**config.mk**
```make
export PLATFORM = sky130hd
export DESIGN_NAME = ap_fifo_chan_share
export DESIGN_NICKNAME = d
export VERILOG_FILES = /design/src/rtl/ap_fifo_chan_share.sv
export SDC_FILE = /design/constraint.sdc
export NUM_CORES = 1
export LEC_CHECK = 0
export ABC_AREA = 1
export BUFFER_PORTS_ARGS = -buffer_cell sky130_fd_sc_hd__buf_2
export CELL_PAD_IN_SITES_DETAIL_PLACEMENT = 1
export CELL_PAD_IN_SITES_GLOBAL_PLACEMENT = 1
export CORE_AREA = 4 4 410 412
export CTS_CLUSTER_SIZE = 40
export DETAILED_ROUTE_END_ITERATION = 8
export DIE_AREA = 0 0 414 416
export HOLD_SLACK_MARGIN = 0.08
export PLACE_DENSITY_LB_ADDON = 0.1
export REMOVE_ABC_BUFFERS = 1
export SLEW_MARGIN = 10
export SYNTH_ARGS = -nofsm -noshare
export SYNTH_HDL_FRONTEND = slang
export SYNTH_SLANG_ARGS = --single-unit
```
**constraint.sdc**
```tcl
create_clock -name ap_clk -period 3.3 [get_ports ap_clk]
set_input_delay 0.165 -clock ap_clk [delete_from_list [all_inputs] [get_ports ap_clk]]
set_output_delay 0.165 -clock ap_clk [all_outputs]
set_load 0.05 [all_outputs]
```
**src/rtl/ap_fifo_chan_share.sv**
```systemverilog
// Shares one ap_fifo-style IP among NCH stream channels: burst round-robin on the
// input side, in-order tag FIFO steering each IP result back to its source channel.
module ap_fifo_chan_share #(
  parameter int NCH       = 3,
  parameter int W         = 128,
  parameter int BURST     = 16,
  parameter int TAG_DEPTH = 32
) (
  input  logic             ap_clk,
  input  logic             ap_rst_n,
  input  logic [NCH*W-1:0] ch_in_dout,
  input  logic [NCH-1:0]   ch_in_empty_n,
  output logic [NCH-1:0]   ch_in_read,
  output logic [NCH*W-1:0] ch_out_din,
  input  logic [NCH-1:0]   ch_out_full,
  output logic [NCH-1:0]   ch_out_write,
  output logic [W-1:0]     ip_in_dout,
  output logic             ip_in_empty_n,
  input  logic             ip_in_read,
  input  logic [W-1:0]     ip_out_din,
  output logic             ip_out_full_n,
  input  logic             ip_out_write,
  output logic [2:0]       grant_id,
  output logic             err_orphan
);
  localparam int CW = $clog2(BURST + 1);
  localparam int AW = (TAG_DEPTH > 1) ? $clog2(TAG_DEPTH) : 1;

  typedef enum logic {IDLE, GRANT} state_t;

  state_t         state, state_nxt;
  logic [2:0]     g, g_nxt, last, last_nxt;
  logic [CW-1:0]  cnt, cnt_nxt;
  logic [W-1:0]   hold, lane_g;
  logic           hold_vld;
  logic [2:0]     tag_mem [2**AW];
  logic [AW-1:0]  wr_ptr, rd_ptr;
  logic [AW:0]    tag_cnt;
  logic [2:0]     head;
  logic [7:0]     req_pad, full_pad;
  logic           tag_full, tag_empty, slot, load, pop, found;
  logic [3:0]     sum;

  assign req_pad   = 8'(ch_in_empty_n);
  assign full_pad  = 8'(ch_out_full);
  assign tag_full  = (tag_cnt == (AW+1)'(TAG_DEPTH));
  assign tag_empty = (tag_cnt == '0);
  assign head      = tag_mem[rd_ptr];
  assign slot      = (!hold_vld || ip_in_read) && !tag_full;

  // Handshakes are held off while reset is asserted so no channel sees a transfer.
  assign load          = ap_rst_n && (state == GRANT) && slot && req_pad[g];
  assign ip_out_full_n = ap_rst_n && !tag_empty && !full_pad[head];
  assign pop           = ip_out_write && ip_out_full_n;
  assign ip_in_empty_n = ap_rst_n && hold_vld;
  assign ip_in_dout    = hold;
  assign ch_out_din    = {NCH{ip_out_din}};
  assign grant_id      = g;

  always_comb begin
    ch_in_read   = '0;
    ch_out_write = '0;
    lane_g       = '0;
    for (int i = 0; i < NCH; i++) begin
      ch_in_read[i]   = load && (g == 3'(i));
      ch_out_write[i] = pop && (head == 3'(i));
      if (g == 3'(i)) lane_g = ch_in_dout[i*W +: W];
    end
  end

  always_comb begin
    state_nxt = state;
    g_nxt     = g;
    last_nxt  = last;
    cnt_nxt   = cnt;
    found     = 1'b0;
    sum       = '0;
    case (state)
      IDLE: begin
        // Scan starts just past the last grant, so the previous owner is checked last.
        for (int k = 1; k <= NCH; k++) begin
          sum = 4'(last) + 4'(k);
          if (sum >= 4'(NCH)) sum = sum - 4'(NCH);
          if (!found && req_pad[sum[2:0]]) begin
            found     = 1'b1;
            g_nxt     = sum[2:0];
            last_nxt  = sum[2:0];
            cnt_nxt   = '0;
            state_nxt = GRANT;
          end
        end
      end
      GRANT: begin
        if (slot) begin
          if (req_pad[g]) begin
            cnt_nxt = cnt + 1'b1;
            if (cnt_nxt == CW'(BURST)) state_nxt = IDLE;
          end else begin
            state_nxt = IDLE;
          end
        end
      end
      default: state_nxt = IDLE;
    endcase
  end

  always_ff @(posedge ap_clk) begin
    if (!ap_rst_n) begin
      state      <= IDLE;
      g          <= '0;
      last       <= 3'(NCH - 1);
      cnt        <= '0;
      hold       <= '0;
      hold_vld   <= 1'b0;
      wr_ptr     <= '0;
      rd_ptr     <= '0;
      tag_cnt    <= '0;
      err_orphan <= 1'b0;
    end else begin
      state <= state_nxt;
      g     <= g_nxt;
      last  <= last_nxt;
      cnt   <= cnt_nxt;
      if (load) begin
        hold     <= lane_g;
        hold_vld <= 1'b1;
      end else if (ip_in_read) begin
        hold_vld <= 1'b0;
      end
      if (load) wr_ptr <= wr_ptr + 1'b1;
      if (pop)  rd_ptr <= rd_ptr + 1'b1;
      case ({load, pop})
        2'b10:   tag_cnt <= tag_cnt + 1'b1;
        2'b01:   tag_cnt <= tag_cnt - 1'b1;
        default: tag_cnt <= tag_cnt;
      endcase
      if (ip_out_write && !ip_out_full_n) err_orphan <= 1'b1;
    end
  end

  always_ff @(posedge ap_clk) begin
    if (load) tag_mem[wr_ptr] <= g;
  end
endmodule

```
* Yosys cells after proc, flatten, opt, wreduce, memory -nomap -nowiden
Memory sizes are Yosys's and may differ from the RTL's. A register that Yosys moved wholly into a read port is not among the register bits.
Cells that the tools add are included.
** Operators by class
- Add/sub/neg operators :: 11
- Order comparisons :: 8
- Equality and inequality tests :: 11
- Multiplexer cells :: 45
- Bitwise logic cells :: 1
- Reductions and logical operators :: 33
** Operator list (number)
- $mux W128 :: 3
- $mux W5 :: 7
- $mux W3 :: 9
- $lt A3 B4 Y1 const B :: 5
- $mux W1 :: 18
- $logic_and A1 B1 Y1 :: 17
- $add A5 B1 Y5 const B :: 3
- $bmux W1 S3 :: 5
- $ge A4 B2 Y1 const B :: 3
- $pmux W6 S2 :: 1
- $pmux W5 S2 :: 1
- $sub A3 B2 Y3 const B :: 3
- $add A3 B2 Y4 const B :: 2
- $logic_not A1 Y1 :: 7
- $add A6 B1 Y6 const B :: 1
- $eq A3 B1 Y1 const B :: 2
- $eq A3 B2 Y1 const B :: 2
- $eq A6 B6 Y1 const B :: 1
- $logic_not A3 Y1 :: 2
- $logic_not A6 Y1 :: 1
- $sub A6 B1 Y6 const B :: 1
- $eq A5 B5 Y1 const B :: 1
- $add A3 B1 Y4 const B :: 1
- $ne A2 B1 Y1 const B :: 2
- other kinds (10) :: 11
** Storage, ports and cells
- Register bits after elaboration :: 158
- RAM bits :: 96
- Output and inout port bits :: 524
- Word-level logic and storage cells :: 120
- Memories :: 1
** Memory list
- tag_mem :: depth 32, bits a word 3, rd ports 1, clocked after Yosys merged registers in 1, write ports 1, line 36 : logic [2:0] tag_mem [2**AW];

* Logic depth before layout (Yosys ltp)
Gate-level depths: netlist of the first run.
- Word-level depth :: 16
- Gate-level depth with buffers :: 28

* Worst setup path before layout of the first run
OpenSTA, ideal clock, no wires.
- Path kind :: register to register
- Start point :: reg g[1] (netlist: grant_id[1])
- End point :: reg tag_cnt[4]
- Arrival :: 3.397 ns
- Path slack :: -0.212 ns
- Cell stages (with the launch flop) :: 19
- Path buffers :: 3
- Period minus slack after synthesis :: 3.512 ns
- Cell sequence :: dfxtp_1 > clkbuf_1 > nor3_1 > nand2_1 > o221ai_2 > nand2_1 > clkbuf_1 > ha_1 > clkbuf_1 > xnor2_1 > inv_1 > ha_1 > nor2_1 > nor2_1 > o21ai_0 > nand2_1 > xnor2_1 > o21ai_0 > inv_1
** Between the ends
- Word-level cells in the longest chain between the ends :: 5
- Elaborated cells between the ends (all ways) :: 7
** Ends and longest elaborated chain
- from (decl) :: line 32 : logic [2:0] g, g_nxt, last, last_nxt;
- from (signal assigned) :: line 121 : g <= g_nxt;
- $bmux W1 S3 * :: line 52 : assign load = ap_rst_n && (state == GRANT) && slot && req_pad[g];
- $mux W1 (not written as such) * :: line 52
- $logic_and A1 B1 Y1 * :: line 52
- $eq A2 B1 Y1 / $eq A2 B2 Y1 (equally long branches) :: line 132 : case ({load, pop})
- $pmux W6 S2 / $reduce_bool A2 Y1 (equally long branches)
- to (signal assigned) :: line 133 : 2'b10: tag_cnt <= tag_cnt + 1'b1;
- to (signal assigned) :: line 134 : 2'b01: tag_cnt <= tag_cnt - 1'b1;
- to (signal assigned) :: line 135 : default: tag_cnt <= tag_cnt;
- to (decl) :: line 38 : logic [AW:0] tag_cnt;
Mark *: on every way between the ends. The rest lies on a longest branch, timed or not. The select of a mux whose other input is x is not followed.
A chain may end at the register's enable or synchronous reset.

==> impl_metrics.toml, run 1 <==
[timing]
max_freq_ghz = 0.3241
fin_worst_skew_ns = 0.02336
finalCritPeriodShare_pct = 93.49
maxSlewViolCount = 0
worst_pin_slew_ns = 1.152
grt_setup_unrepaired = "true"
max-slew-margin-rel_pct = 23.17
setup_ws_ns = 0.2147
fin_crit_ns = 3.085
fin_setup_tns_ns = 0
finalSetupViolCount = 0
hold_viol_final = 0

[routing]
drt_pass1_iterations = 4
vias = 17022
drt-wirelength-per-cell_um = 35.78
drc = 0
drtAntennaViolNets = 0
drt_iter0_drc = 855
wl_um = 164400
viasPerCell = 3.704

[pwr]
ir_worst_vdd_mv = 0.3346
p_leak_nw = 9.312
power.density_nw_per_um2 = 705.1

[critical_path]
worst-path-max-fanout = 13
cp-end-kind = "flip-flop"
reg2reg_slack_ns = 0.21
path_class = "reg -> reg"
worstPathArrival_ns = 3.63
crit_required_ns = 3.84
worst-r2r-cell-count = 26
rr_endpoint = "tag_cnt[5]"
start_kind = "flip-flop"

[synth]
yosys.area.top_type_share_pct = 20.66
syn-cell-area_um2 = 15600
ys_ff_latch = 257
syn_inst = 1946
avgSynthCellArea_um2 = 8.016
seq_area_frac_synth_pct = 39.14
synth_top_cell_by_area = "dfxtp_1"
synth_flop_cell = "dfxtp_1"
yosys-top-cells-area = "dfxtp_1 21%, buf_4 19%, edfxtp_1 18%, nand3_1 12%, nand2_1 7.8%"
async_reset_ff_share_pct = 0
synth_edf_count = 96
ys_warn_count = 0
synth.distinct_cells = 36

[grt]
grt_pass1_wl_um = 206300
grt_max_degree = 171
grt_pass1_vias = 18227
overflow = 0
grtUsageTotal_pct = 18.18
antenna_found_initial = 50

[final_layout]
mostFrequentLayoutCells = "531 x buf_2, 353 x nand3_1, 318 x nand2_1"
final_common_cell = "buf_2"
final_nets = 2884
synthToLayoutAreaGrowth_pct = 46.98
drive_gt1_share_pct = 30.27
fillCellCount = 19625

[placed_design]
gp_congestion = 0.7872
place_hpwl_um = 131800
pre_cts_ws_ns = -0.1095
port_buffers = 533

[clock_tree]
numCtsBuffers = 44
clk_latency_ns = 0.61
htree_levels = 2
tritoncts = "built"
clock-sinks = 257
cts.path.max_buffers = 3
cts.reportedPaths.clkPinSlew_ns = 0.06
root_buffer = "clkbuf_16"

[floorplan]
die_y_um = 416
ioPinCount = 1046
die-area_um2 = 172200
core_um2 = 164400
rows = 149
start_util_pct = 9.487
die_w_um = 414

[min_path]
whs_endpoint = "wr_ptr[4]"
worstHoldStart = "ap_rst_n"
whs_path_depth = 4
hold_class = "in -> reg"

[job]
maxCapViolations = 0

[status]
status = "finished clean"
[synth_stat cells, types with 2 or more instances]
master,instances
a41oi_1,128
edfxtp_1,96
ha_1,16
buf_6,2
buf_2,28
inv_2,3
clkbuf_1,98
nor2_2,2
a21oi_1,21
buf_1,2
nor4_1,2
dfxtp_1,161
o21ai_0,150
nand3_1,360
nor3_1,7
inv_1,52
buf_4,392
nand4_1,4
nor2_1,67
nand2_1,323
xnor2_1,6
xor2_1,9
nand2_2,2
o211ai_1,3
[cell families (layout without fill, tap and decap cells)]
| family | Yosys count | in the layout | synth area share [%] |
|---|---|---|---|
| buffers and inverters | 577 | 1013 | 23.64 |
| xor gates and xnor gates | 15 | 15 | 0.8422 |
| AOI/OAI and AO/OA | 308 | 308 | 13.15 |
| other | 0 | 25 | 0 |
| DFF | 257 | 257 | 39.14 |
| adders and majority gates | 16 | 16 | 1.283 |
| and+or+nand+nor | 773 | 773 | 21.94 |
[registers in the layout, indices dropped and copies added, names as in the netlist, named ones only]
name        count
cnt             5
tag_cnt         6
hold_vld        1
err_orphan      1
grant_id        3
tag_mem        96
last            1
state           1
wr_ptr          5
rd_ptr          5
ip_in_dout    128
[power breakdown]
part	switching, W	internal [W]	leakage (nW)
registers	0.000326	0.00373	2.22
clock network	0.00199	0.00300	0.751
logic	0.00484	0.00229	6.34
[repair_timing]
action | 4_1_cts | 5_1_grt
gates resized for setup | 4 | 45
setup endpoints to repair | 3 | 87
buffers inserted | 0 | 6
pin swaps | 0 | 4
endpoints found under the hold margin | 139 | 0
cloned | 0 | 7
hold buffers | 271 | 0
[worst max-delay path, stage by stage (launching register included)]
cell and delay [ns]:
dfxtp_4 0.45, buf_12 0.13, clkbuf_16 0.15, nand2_1 0.05, nand3_1 0.07, nand3_1 0.06, nand2_1 0.07, nand2_1 0.09
nand2_1 0.08, nand2_1 0.05, nand2_1 0.12, nand3_4 0.09, nor2_4 0.11, nor2_4 0.05, nand3_4 0.07, inv_2 0.04
ha_2 0.17, buf_4 0.15, xor2_4 0.16, a21oi_2 0.15, nand2_2 0.08, nand2_2 0.07, nor2_2 0.04, a31o_2 0.21
nand3_1 0.08, o21ai_1 0.08, a21oi_1 0.12
[worst max path at each step]
stage                            from        endpoint  depth (start not counted)
after floorplan           grant_id[1]  tag_mem[31][0]                          7
after global placement      flip-flop      tag_cnt[4]                         25
after detailed placement    flip-flop      tag_cnt[5]                         25
after CTS                   flip-flop      tag_cnt[5]                         24
after global routing        flip-flop      tag_cnt[5]                         25
final                       flip-flop      tag_cnt[5]                         26
[area by class of cell]
| cell class | instances | area [µm²] | area share [%] |
|---|---|---|---|
| inverters | 55 | 232.7 | 1.015 |
| multi-input cells | 1112 | 5951 | 25.95 |
| well taps | 2189 | 2739 | 11.95 |
| flip-flops and latches | 257 | 6116 | 26.67 |
| diodes | 25 | 62.56 | 0.2729 |
| repair buffers | 876 | 6304 | 27.49 |
| clock buffers | 59 | 1257 | 5.484 |
| clock inverters | 23 | 266.5 | 1.162 |
[layer usage]
metal,share of wire [%],routed length [µm],up-vias,track usage (%)
met4,2.9,4791,72,4.749
met1,31,50480,8098,15.59
met3,22,36230,203,19.62
met5,1.6,2622,-,9.530
met2,43,70300,1401,27.54
li1,-,-,7248,-
[stage by stage]
stage	cell area, µm²	utilization, %	power [W]	cells	hold WS, ns
6_report	22930	13.94	0.01617	4596	0.1372
4_1_cts	22430	13.64	0.01620	4558	0.08123
3_5_place_dp	18170	11.05	0.01054	4205	0.3317
3_3_place_gp	18170	11.05	0.01052	4205	0.3317
2_1_floorplan	12120	-	0.007944	1424	0.2858
5_1_grt	22890	13.92	0.01726	4580	0.1132
(Power assumes the default switching activity.)
==> run 2, diff against run 1 <==
- CORE_AREA: 4 4 410 412 -> 4 4 403 405
- CTS_BUF_LIST: not set -> sky130_fd_sc_hd__clkbuf_8
- DIE_AREA: 0 0 414 416 -> 0 0 407 409
- clock period: 3.3 -> 2.53 ns (I/O delays scaled with it)
==> run 2 against run 1 <==
  * The flow now finishes with violations (negative setup slack)
  * First-iteration DRC count up 11%
  * Critical path depth is the same
  * Count of clock-buffer cells in the layout rose by 23
  * Cell area rose by 7.9%
  * Sequential share of layout area down 1.9 points
  * Non-clock buffer count is 190 higher
  * Die area shrank 3.3%
==> impl_metrics.toml, run 2 (synthesis results as in run 1) <==
[placed_design]
pre_cts_ws_ns = -0.8589
gp_congestion = 0.7911
place_hpwl_um = 125000
placed_area_um2 = 18540
port_buffers = 533

[routing]
viasPerCell = 3.776
vias = 17766
wl_um = 158900
drc = 0
drtAntennaViolNets = 0
drt_iter0_drc = 949
drt_pass1_iterations = 5
drt-wirelength-per-cell_um = 33.76

[floorplan]
core_um2 = 158400
die_w_um = 407
die-area_um2 = 166500
start_util_pct = 9.850
ioPinCount = 1046
die_y_um = 409
rows = 146

[grt]
antenna_found_initial = 28
grtUsageTotal_pct = 18.43
use_met2_pct = 26.92
grt_busiest_layer = "met2"
grt_pass1_wl_um = 202400
grt_pass1_vias = 19281
use_met1_pct = 17.16
met3_usage_pct = 19.20
overflow = 0
grt_max_degree = 127

[status]
status = "complete, but fails checks"
violations = "negative setup slack"

[final_layout]
seq_area_um2 = 6125
final_nets = 3096
fillCellCount = 18622
multi_input_area_um2 = 6216
mostFrequentLayoutCells = "525 x buf_2, 394 x dlygate4sd3_1, 350 x nand3_1"
drive_gt1_share_pct = 33.13
synthToLayoutAreaGrowth_pct = 58.52
largest_reg_flops = 128
final_common_cell = "buf_2"
stdcell_area_um2 = 24730
final_core_util_pct = 15.61

[timing]
setup_ws_ns = -0.4920
worst_pin_slew_ns = 1.037
max-slew-margin-rel_pct = 30.88
fin_worst_skew_ns = 0.03564
grt_setup_unrepaired = "true"
hold_viol_final = 0
max_freq_ghz = 0.3309
fin_setup_tns_ns = -2.966
finalCritPeriodShare_pct = 119.4
maxSlewViolCount = 0
finalSetupViolCount = 10
fin_crit_ns = 3.022

[clock_tree]
tritoncts = "built"
root_buffer = "clkbuf_8"
cts.path.max_buffers = 3
numCtsBuffers = 66
cts.reportedPaths.clkPinSlew_ns = 0.06
clock-sinks = 257
htree_levels = 3
clk_latency_ns = 0.72

[critical_path]
start_kind = "flip-flop"
crit_required_ns = 3.16
cp-end-kind = "flip-flop"
path_class = "reg -> reg"
worst-path-max-fanout = 12
crit_family = "simple AND/OR/NAND/NOR gates"
worstPathArrival_ns = 3.65
slowest_delay_ns = 0.40
crit_slowest_cell = "dfxtp_4"
critPathBufInv = 5

[pwr]
power.density_nw_per_um2 = 868.3
p_leak_nw = 9.924
ir_worst_vdd_mv = 0.4687
power_w = 0.02147

[min_path]
hold_class = "in -> reg"

[job]
maxCapViolations = 0
run 2: cell types whose count changed in the layout (fill, tap and decap cells not counted), moves of 7 or more:
cell	before	now
inv_1	50	64
clkbuf_16	51	2
clkbuf_8	10	83
nand2_2	7	19
nor2_2	1	9
o21ai_1	3	10
o21ai_0	147	138
buf_4	47	102
buf_6	2	15
nor2_1	66	55
dlygate4sd3_1	271	394
nand2_1	318	303
run 2: final cells by class:
| cell class | instances | area share [%] |
|---|---|---|
| clock buffer | 82 | 4.564 |
| inverter | 55 | 0.9360 |
| clock inverter | 39 | 1.083 |
| multi-input combinational | 1112 | 25.14 |
| sequential | 257 | 24.77 |
| antenna | 22 | 0.2226 |
| tap | 2072 | 10.48 |
| timing repair buffer | 1066 | 32.81 |
run 2: power breakdown:
group	leakage [nW]	switching [W]	internal, W
registers	2.22	0.000365	0.00488
logic	6.93	0.00676	0.00365
clock network	0.775	0.00258	0.00324
total	9.92	0.00970	0.0118
run 2: per-layer routing:
| metal | part of all wire, % | up-vias |
|---|---|---|
| li1 | - | 7659 |
| met1 | 33 | 8365 |
| met2 | 41 | 1512 |
| met3 | 22 | 188 |
| met4 | 2.7 | 42 |
| met5 | 1.3 | - |
run 2: worst paths after layout:
path	startpoint	end	slack, ns	depth (start not counted)
max	flip-flop	tag_cnt[5]	-0.49	26
min	ch_in_dout[204]	ip_in_dout[76]	0.24	4
max reg2reg	flip-flop	tag_cnt[5]	-0.49	26
min reg2reg	err_orphan	err_orphan	0.48	2
run 2: what timing repair did:
| item | 4_1_cts | 5_1_grt |
|---|---|---|
| resized for setup | 84 | 79 |
| setup buffers | 4 | 13 |
| endpoints found under the setup margin | 131 | 41 |
| endpoints found under the hold margin | 161 | 0 |
| pin swaps | 12 | 18 |
| gates cloned | 1 | 2 |
| hold buffers | 394 | 0 |
run 2: worst reg2reg max path, cell delays in order (launching register included):
cell and delay, ns:
dfxtp_4 0.40, inv_8 0.07, buf_12 0.15, buf_4 0.14, nand2_1 0.05, nand3_1 0.09
nand3_2 0.08, nand3_2 0.08, nand2_1 0.07, nand2_1 0.07, nand2_2 0.10, nand3_1 0.07
nand2_1 0.08, nand2_2 0.08, nand3_4 0.12, inv_4 0.05, ha_4 0.16, buf_6 0.13
xor2_4 0.16, a21oi_2 0.15, nand2_2 0.08, nand2_2 0.09, nor2_4 0.04, a31o_4 0.21
nand3_2 0.07, o21ai_1 0.06, a21oi_1 0.12
run 2: stage by stage:
| stage | hold slack, ns | instances |
|---|---|---|
| after floorplan | 0.2473 | 1424 |
| after global placement | 0.2544 | 4148 |
| after detailed placement | 0.2544 | 4148 |
| after CTS | 0.09467 | 4668 |
| after global routing | 0.1612 | 4703 |
| final | 0.2423 | 4705 |
